<file path="config.mk">
export PLATFORM = sky130hd
export DESIGN_NAME = fetch_unit
export DESIGN_NICKNAME = d
export VERILOG_FILES = /design/src/rtl/fetch_unit.sv
export SDC_FILE = /design/constraint.sdc
export NUM_CORES = 1
export LEC_CHECK = 0
export BUFFER_PORTS_ARGS = -buffer_cell sky130_fd_sc_hd__buf_2
export CELL_PAD_IN_SITES_DETAIL_PLACEMENT = 1
export CELL_PAD_IN_SITES_GLOBAL_PLACEMENT = 2
export CORE_ASPECT_RATIO = 1.2
export CORE_MARGIN = 5
export CORE_UTILIZATION = 37
export DETAILED_ROUTE_END_ITERATION = 12
export PLACE_DENSITY_LB_ADDON = 0.25
export REMOVE_ABC_BUFFERS = 1
export SLEW_MARGIN = 10
export SYNTH_ARGS = -nofsm -noshare
export SYNTH_HDL_FRONTEND = slang
export SYNTH_SLANG_ARGS = --single-unit
</file>
<file path="constraint.sdc">
create_clock -name clk_i -period 11.2 [get_ports clk_i]
set_input_delay 2.24 -clock clk_i [delete_from_list [all_inputs] [get_ports clk_i]]
set_output_delay 2.24 -clock clk_i [all_outputs]
set_load 0.1 [all_outputs]
</file>
<file path="src/rtl/fetch_unit.sv">
// Instruction fetch stage: program counter, imem request/grant/response handshake,
// and an in-order instruction buffer toward the decoder with flush on redirect.
package pkg_config;
  parameter int INST_WIDTH = 32;
endpackage

module fetch_unit #(
  parameter logic [31:0] RESET_PC   = 32'h0000_0000,
  parameter int          FIFO_DEPTH = 4,
  parameter int          INST_WIDTH = pkg_config::INST_WIDTH
) (
  input  logic                  clk_i,
  input  logic                  rst_i,
  output logic                  imem_req_o,
  output logic [31:0]           imem_addr_o,
  input  logic                  imem_gnt_i,
  input  logic                  imem_rvalid_i,
  input  logic [INST_WIDTH-1:0] imem_rdata_i,
  input  logic                  redirect_i,
  input  logic [31:0]           redirect_pc_i,
  output logic                  inst_valid_o,
  output logic [INST_WIDTH-1:0] inst_o,
  output logic [31:0]           inst_pc_o,
  input  logic                  inst_ready_i
);

  localparam int PW = (FIFO_DEPTH > 1) ? $clog2(FIFO_DEPTH) : 1;
  localparam int CW = $clog2(FIFO_DEPTH + 1);
  localparam logic [CW-1:0] DEPTH_C = CW'(FIFO_DEPTH);

  logic [31:0]           pc_r;
  logic [PW-1:0]         head_r;
  logic [PW-1:0]         tail_r;
  logic [PW-1:0]         fill_ptr_r;
  logic [CW-1:0]         count_r;
  logic [CW-1:0]         pending_r;
  logic [CW-1:0]         drop_cnt_r;
  logic [31:0]           ent_pc_r   [FIFO_DEPTH];
  logic [INST_WIDTH-1:0] ent_data_r [FIFO_DEPTH];
  logic [FIFO_DEPTH-1:0] ent_filled_r;

  logic          issue_s;
  logic          pop_s;
  logic          fill_s;
  logic          drop_s;
  logic          consumed_s;
  logic [CW-1:0] redirect_drop_s;
  logic          unused_s;

  // The two low redirect bits are forced to zero, so they never reach the PC.
  assign unused_s = ^redirect_pc_i[1:0];

  // Head entry and PC are taken straight from registers; no bypass from imem data.
  assign imem_addr_o = pc_r;
  assign inst_o      = ent_data_r[head_r];
  assign inst_pc_o   = ent_pc_r[head_r];

  // Handshake qualification and per-cycle event decode
  always_comb begin
    imem_req_o      = 1'b0;
    inst_valid_o    = 1'b0;
    if (rst_i) begin
      imem_req_o   = 1'b0;
      inst_valid_o = 1'b0;
    end else begin
      imem_req_o   = (count_r < DEPTH_C) && !redirect_i;
      inst_valid_o = (count_r != {CW{1'b0}}) && ent_filled_r[head_r] && !redirect_i;
    end
    issue_s    = imem_req_o && imem_gnt_i;
    pop_s      = inst_valid_o && inst_ready_i;
    drop_s     = imem_rvalid_i && (drop_cnt_r != {CW{1'b0}});
    fill_s     = imem_rvalid_i && (drop_cnt_r == {CW{1'b0}}) &&
                 (pending_r != {CW{1'b0}}) && !redirect_i;
    consumed_s = imem_rvalid_i &&
                 ((drop_cnt_r != {CW{1'b0}}) || (pending_r != {CW{1'b0}}));
    // Every request still in flight becomes stale; a response landing now is one of them.
    redirect_drop_s = drop_cnt_r + pending_r - CW'(consumed_s);
  end

  // Program counter, buffer pointers and occupancy/outstanding counters
  always_ff @(posedge clk_i or posedge rst_i) begin
    if (rst_i) begin
      pc_r       <= RESET_PC;
      head_r     <= {PW{1'b0}};
      tail_r     <= {PW{1'b0}};
      fill_ptr_r <= {PW{1'b0}};
      count_r    <= {CW{1'b0}};
      pending_r  <= {CW{1'b0}};
      drop_cnt_r <= {CW{1'b0}};
    end else if (redirect_i) begin
      pc_r       <= {redirect_pc_i[31:2], 2'b00};
      head_r     <= {PW{1'b0}};
      tail_r     <= {PW{1'b0}};
      fill_ptr_r <= {PW{1'b0}};
      count_r    <= {CW{1'b0}};
      pending_r  <= {CW{1'b0}};
      drop_cnt_r <= redirect_drop_s;
    end else begin
      if (issue_s) begin
        pc_r   <= pc_r + 32'd4;
        tail_r <= tail_r + PW'(1'b1);
      end
      if (pop_s) begin
        head_r <= head_r + PW'(1'b1);
      end
      if (fill_s) begin
        fill_ptr_r <= fill_ptr_r + PW'(1'b1);
      end
      count_r    <= count_r + CW'(issue_s) - CW'(pop_s);
      pending_r  <= pending_r + CW'(issue_s) - CW'(fill_s);
      drop_cnt_r <= drop_cnt_r - CW'(drop_s);
    end
  end

  // Entry storage: allocate PC on issue, write data on in-order response
  always_ff @(posedge clk_i or posedge rst_i) begin
    if (rst_i) begin
      for (int i = 0; i < FIFO_DEPTH; i++) begin
        ent_pc_r[i]   <= 32'h0000_0000;
        ent_data_r[i] <= {INST_WIDTH{1'b0}};
      end
      ent_filled_r <= {FIFO_DEPTH{1'b0}};
    end else if (redirect_i) begin
      ent_filled_r <= {FIFO_DEPTH{1'b0}};
    end else begin
      if (issue_s) begin
        ent_pc_r[tail_r]     <= pc_r;
        ent_filled_r[tail_r] <= 1'b0;
      end
      if (fill_s) begin
        ent_data_r[fill_ptr_r]   <= imem_rdata_i;
        ent_filled_r[fill_ptr_r] <= 1'b1;
      end
    end
  end

endmodule

</file>
==> flow_summary_export.csv, run 1 <==
group,metric,value,unit
yosys,synthArstFlopShare,100,%
final_layout,area_growth,17.4,%
yosys,synth_edf_count,0,
clocking,cts.clk_slew.worst_paths,50,ps
global_routing,antenna_found_initial,6,
route,first_pass_iters,4,
yosys,yosysUniqueCellTypes,52,
pwr,power_density,207,nW/um2
global_routing,grt_use_met2,28.7,%
yosys,ys_ff_latch,297,
route,drc,0,
global_routing,first_global_vias,9371,
yosys,syn_area,13600,um2
clocking,cts_resized,0,
floorplan,dieArea,40800,um2
status,status,"completed",
route,vias,8456,
floorplan,die_h,220,um
timing,fmax,0.171,GHz
global_routing,overflow,0,
clocking,postCtsSetupBuffers,0,
timing,slew_violations,0,
floorplan,initial_core_util,37.2,%
route,wire_per_inst,21.4,um
worst_setup_path,worst_setup_path_end_kind,"output pin",
clocking,clock-sinks,297,
yosys,synth_ff_type,"dfrtp_1",
global_routing,grt_max_degree,135,
global_routing,grt.met1_usage,23.4,%
pwr,p_leak,7.58,nW
global_routing,grt.total_usage,17.3,%
clocking,cts-buffers-inserted,36,
floorplan,coreArea,36600,um2
worst_setup_path,path_class,"input port to output pin",
floorplan,fp.dieW,185,um
yosys,ys.warnings.count,0,
timing,timing.final.crit_share,52.3,%
pwr,peakVddDrop,0.000129,V
yosys,synthCells,958,
global_routing,grt_pass1_wl,55400,um
clocking,clk_latency,510,ps
floorplan,ios,168,
clocking,clockBufferDepth,3,
route,avgViaCountPerCell,5.28,
clocking,cts_hold_buffers,0,
place,place.detailed.hpwl,22000,um
timing,finalHoldViolCount,0,
timing,worst_slew_pin_slew,1070,ps
timing,period_needed,5860,ps
route,drt_wl_total,34300,um
worst_setup_path,cp-start-kind,"input port",
min_path,hold_class,"register to register",
clocking,cts-htree-levels,2,
timing,setup_viol,0,
timing,max-slew-margin-rel,28.7,%
global_routing,grt_use_met3,4.36,%
clocking,clockRootBuffer,"clkbuf_16",
worst_setup_path,crit_arrival,3620,ps
worst_setup_path,cp.required,8960,ps
timing,rsz0062_at_grt,"no",
pwr,power.total,3.31,mW
final_layout,layout-drive-gt1-share,47.8,%
yosys,synth_top_area_share,54.6,%
yosys,synth.area.top_cells,"dfrtp_1, mux2_2, mux4_2",
yosys,yosys.area.top_type,"dfrtp_1",
route,drt_iter0_drc,349,
timing,fin_tns_setup,0,ps
place,routabilityCongestion,0.718,
yosys,seq_area_frac_synth,54.6,%
yosys,postSynthAreaPerCell,14.2,um2
worst_setup_path,critPathMaxFanout,8,
route,ant_nets,0,
place,portBuffers,161,
global_routing,busiest_layer,"met2",
final_layout,nNetsFinal,1196,
clocking,cts_tree,"built",
floorplan,fp-row-count,77,
timing,fin_worst_skew,11.9,ps
flow_run,maxCapViolations,0,
sequential cells by signal, indices dropped and copies added, names as in the netlist:
register / count
count_r: 3
drop_cnt_r: 3
ent_data_r: 128
ent_filled_r: 4
ent_pc_r: 120
fill_ptr_r: 2
head_r: 2
imem_addr_o: 30
pending_r: 3
tail_r: 2
critical path: stages:
cell and delay [ps]:
buf_2 180, nor2_1 440, and3_1 300, buf_2 440
cells in the mapped netlist (2+ instances only):
library cell / n
nor2b_1: 3
a31oi_1: 11
and3_1: 4
and2_1: 3
nor2_1: 21
a32o_1: 4
xor2_1: 6
or2_2: 2
xnor2_1: 12
mux4_2: 63
buf_1: 20
or4_1: 8
nor4_1: 6
nand2_1: 58
o211ai_1: 3
or3b_2: 2
o31ai_1: 7
nand3_1: 21
mux2_2: 232
buf_2: 8
fa_1: 3
a21oi_1: 3
dfrtp_1: 297
inv_1: 22
o311ai_0: 5
or3_1: 5
buf_4: 5
clkbuf_1: 33
nand4_1: 12
o31a_1: 2
nor3_1: 3
ha_1: 18
mux2i_1: 4
o21ai_0: 34
area by class of cell:
class	count	area (um2)
antenna	1	2.50
clock buffer	55	1080
inverter	22	90.1
fill	3799	20600
tap	474	593
timing repair buffer	175	923
multi-input combinational	573	5830
clock inverter	5	27.5
sequential	297	7440
kinds of logic (layout without fill, tap and decap cells):
kind of cell	after synthesis	after routing	share of synthesized area [%]
fa+ha+maj	21	21	2.09
flops	297	297	54.6
buf+inv	91	257	2.81
other cells	1	5	0.0275
simple gates	159	159	6.07
compound gates	72	72	3.36
mux	299	299	29.9
xor+xnor	18	18	1.16
layout by cell type, fill, tap and decap left out, drive strengths merged, types with 2 or more instances in the layout:
master,instances
dfrtp,297
mux2,232
buf,175
mux4,63
nand2,58
clkbuf,55
o21ai,34
inv,22
nor2,21
nand3,21
ha,18
nand4,13
xnor2,12
a31oi,11
or4,9
o31ai,7
xor2,6
nor4,6
or3,5
o311ai,5
and3,4
mux2i,4
a32o,4
conb,4
clkinv,4
nor3,4
and2,3
nor2b,3
a21oi,3
o211ai,3
fa,3
or2,2
or3b,2
o31a,2
and4,2
per-stage QoR:
| stage | hold slack (ps) | setup WS [ps] | std cells | util, % | cell area [um2] |
|---|---|---|---|---|---|
| after floorplan | 439 | 756 | 892 | - | 13300 |
| after global placement | 455 | 5310 | 1540 | 40.6 | 14900 |
| after detailed placement | 469 | 5320 | 1540 | 40.6 | 14900 |
| after CTS | 481 | 5320 | 1600 | 43.6 | 16000 |
| after global routing | 504 | 5290 | 1601 | 43.7 | 16000 |
| final | 477 | 5340 | 1602 | 43.7 | 16000 |
per-layer routing:
| layer | routed length [um] | share of wire [%] | up-vias |
|---|---|---|---|
| li1 | - | - | 3802 |
| met1 | 15200 | 44 | 4417 |
| met2 | 16500 | 48 | 179 |
| met3 | 2030 | 5.9 | 48 |
| met4 | 577 | 1.7 | 10 |
| met5 | 55 | 0.16 | - |
path summary, 6_finish.rpt:
path / start / depth (start not counted) / slack (ps) / to
max: rst_i / 4 / 5340 / inst_valid_o
min: ent_pc_r[120] / 2 / 480 / ent_pc_r[120]
min in group asynchronous: rst_i / 2 / 2020 / ent_pc_r[51]
max in group asynchronous: rst_i / 3 / 7570 / ent_data_r[91]
max reg2reg: head_r[0] / 10 / 8070 / count_r[2]
min reg2reg: ent_pc_r[120] / 2 / 480 / ent_pc_r[120]
where the power goes:
group	leakage [nW]	internal, mW	switching [mW]
clock	0.547	0.662	0.435
sequential	3.95	1.20	0.0826
combinational	3.09	0.231	0.703
Power figures use the tool's default switching activity.
==> inputs of run 2 (changes only) <==
--- a/config.mk
+++ b/config.mk
@@ -5,12 +5,13 @@
 export SDC_FILE = /design/constraint.sdc
 export NUM_CORES = 1
 export LEC_CHECK = 0
+export ABC_AREA = 1
 export BUFFER_PORTS_ARGS = -buffer_cell sky130_fd_sc_hd__buf_2
 export CELL_PAD_IN_SITES_DETAIL_PLACEMENT = 1
 export CELL_PAD_IN_SITES_GLOBAL_PLACEMENT = 2
 export CORE_ASPECT_RATIO = 1.2
 export CORE_MARGIN = 5
-export CORE_UTILIZATION = 37
+export CORE_UTILIZATION = 32
 export DETAILED_ROUTE_END_ITERATION = 12
 export PLACE_DENSITY_LB_ADDON = 0.25
 export REMOVE_ABC_BUFFERS = 1
==> constraint.sdc (replaced) <==
create_clock -name clk_i -period 4.8 [get_ports clk_i]
set_input_delay 0.96 -clock clk_i [delete_from_list [all_inputs] [get_ports clk_i]]
set_output_delay 0.96 -clock clk_i [all_outputs]
set_load 0.1 [all_outputs]
==> run 2 against run 1 <==
Effect of this change: first-iteration DRC count rose by 23%; final cell count is 60% higher; clock skew is 16 ps higher; non-clock buffer count grew 7; critical endpoint is now inst_pc_o[20]; largest cell class unchanged; highest routed layer is now met4.
==> flow_summary_export.csv, run 2 <==
group,metric,value,unit
clocking,cts_hold_buffers,0,
worst_setup_path,path_class,"register to output pin",
floorplan,fp.dieW,205,um
route,ant_nets,0,
floorplan,coreArea,45100,um2
route,drt_iter0_drc,428,
yosys,postSynthAreaPerCell,8.10,um2
yosys,synth.area.top_cells,"dfrtp_1, nand2_1, o21ai_0",
yosys,synth_ff_type,"dfrtp_1",
global_routing,overflow,0,
status,status,"completed",
worst_setup_path,cp.required,3840,ps
floorplan,initial_core_util,32.4,%
timing,setup_viol,0,
pwr,power_density,506,nW/um2
clocking,clockRootBuffer,"clkbuf_16",
yosys,ys_top_cells_by_count,"nand2_1, dfrtp_1, o21ai_0",
yosys,seq_area_frac_synth,50.8,%
pwr,p_int,5.19,mW
final_layout,nNetsFinal,2016,
final_layout,layout-drive-gt1-share,13.9,%
final_layout,largest_register,"ent_data_r",
clocking,cts_resized,0,
flow_run,maxCapViolations,0,
global_routing,grt_max_degree,70,
final_layout,largest_reg_flops,128,
clocking,cts_tree,"built",
yosys,synthArstFlopShare,100,%
timing,worst_slew_pin_slew,1100,ps
min_path,hold_class,"input port to async pin",
clocking,cts-buffers-inserted,37,
yosys,synthCells,1805,
floorplan,fp-row-count,85,
yosys,synth_most_common_cell,"nand2_1",
timing,finalHoldViolCount,0,
final_layout,layout_commonest_cell,"nand2_1",
pwr,p_sw_share,39.7,%
yosys,ys_ff_latch,297,
yosys,yosysUniqueCellTypes,35,
floorplan,ios,168,
final_layout,fin_util,37.8,%
global_routing,grt.total_usage,19.3,%
timing,timing.final.crit_share,78.6,%
timing,rsz0062_at_grt,"no",
place,place.detailed.hpwl,30700,um
clocking,clk_latency,550,ps
global_routing,antenna_found_initial,1,
yosys,synth_edf_count,0,
route,wire_per_inst,18.6,um
worst_setup_path,worst_setup_path_end_kind,"output pin",
floorplan,die_h,244,um
timing,slew_violations,0,
pwr,p_sw,3.42,mW
clocking,clockBufferDepth,3,
timing,fmax,0.265,GHz
final_layout,final_cell_mix,"nand2_1, dfrtp_1, o21ai_0",
floorplan,dieArea,50100,um2
yosys,synth_top_area_share,50.8,%
worst_setup_path,cp-start-kind,"register",
route,drt_wl_total,47700,um
timing,fin_worst_skew,28.3,ps
global_routing,first_global_vias,13500,
worst_setup_path,crit_arrival,2810,ps
clocking,postCtsSetupBuffers,0,
yosys,yosys.area.top_type,"dfrtp_1",
worst_setup_path,critPathMaxFanout,64,
timing,fin_tns_setup,0,ps
clocking,cts-htree-levels,2,
route,avgViaCountPerCell,4.89,
route,first_pass_iters,5,
route,drc,0,
pwr,combPwrFrac,30.4,%
pwr,clockPowerShare,33.0,%
clocking,clock-sinks,297,
timing,period_needed,3770,ps
place,routabilityCongestion,0.752,
final_layout,area_growth,16.4,%
pwr,peakVddDrop,0.000287,V
yosys,syn_area,14600,um2
global_routing,grt_pass1_wl,76700,um
timing,max-slew-margin-rel,26.5,%
yosys,ys.warnings.count,0,
clocking,cts.clk_slew.worst_paths,60,ps
pwr,seqPwrFrac,36.6,%
place,portBuffers,161,
pwr,p_leak,8.52,nW
pwr,power.total,8.62,mW
route,vias,12500,
[run 2: cell count changes in the layout (fill, tap and decap cells not counted), sizes merged, moves of 15 or more]
cell / delta
mux2: -232
o21a: +101
o21ai: +164
o22ai: +46
inv: +83
mux4: -63
nand3: +32
nand2: +607
nor2: +149
a21oi: +15
[run 2: path summary, 6_finish.rpt]
path / start / to / slack, ps / depth (start not counted)
max in group asynchronous: rst_i / ent_data_r[116] / 2330 / 4
min reg2reg: ent_data_r[86] / ent_data_r[86] / 470 / 2
min: rst_i / ent_data_r[25] / 460 / 2
max: head_r[0] / inst_pc_o[20] / 1030 / 5
min in group clk_i: ent_data_r[86] / ent_data_r[86] / 470 / 2
max reg2reg: head_r[0] / count_r[2] / 1700 / 13
[run 2: layout make-up]
cell class                 count  area [um2]
antenna                        1        2.50
clock buffer                  58        1140
clock inverter                 9         103
fill                        5500       28100
inverter                     104         400
multi-input combinational   1303        6170
sequential                   297        7440
tap                          609         762
timing repair buffer         182        1010
[run 2: power by group through the flow]
stage	Combinational [mW]	Clock, mW	Sequential, mW
global placement	2.62	0	3.18
global route	2.80	3.04	3.21
detailed placement	2.65	0	3.20
finish	2.62	2.84	3.16
CTS	2.66	2.95	3.16
floorplan	1.97	0	3.34
[run 2: kinds of logic (layout without fill, tap and decap cells)]
| group | count (synthesis) | after routing | synth area share [%] |
|---|---|---|---|
| buffers and inverters | 208 | 353 | 7.14 |
| AND/OR/NAND/NOR | 895 | 895 | 24.3 |
| XOR/XNOR | 12 | 12 | 0.719 |
| adder cells (fa/ha/maj) | 21 | 21 | 1.95 |
| AO/OA/AOI/OAI | 371 | 371 | 15.0 |
| other | 1 | 5 | 0.0256 |
| flip-flops | 297 | 297 | 50.8 |
[run 2: per-stage QoR]
stage                     hold WS (ps)  cell area (um2)  worst slack (ps)  std cells
after floorplan                    444            14000             -5610       1704
after global placement             457            15800              1400       2495
after detailed placement           460            15800              1430       2495
after CTS                          468            17000               908       2562
after global routing               475            17000               815       2562
final                              456            17000              1030       2563
[run 2: worst max-delay path, cell delays in order (launching register included)]
cell	delay (ps)
dfrtp_4	490
inv_4	510
buf_4	420
nor2_1	70
o22ai_1	260
buf_2	480
[run 2: layer usage]
layer  share of wire (%)  track usage (%)
met5                   0                0
met4                 1.5             3.59
met3                 3.8             3.76
met2                  50             34.4
met1                  44             24.4
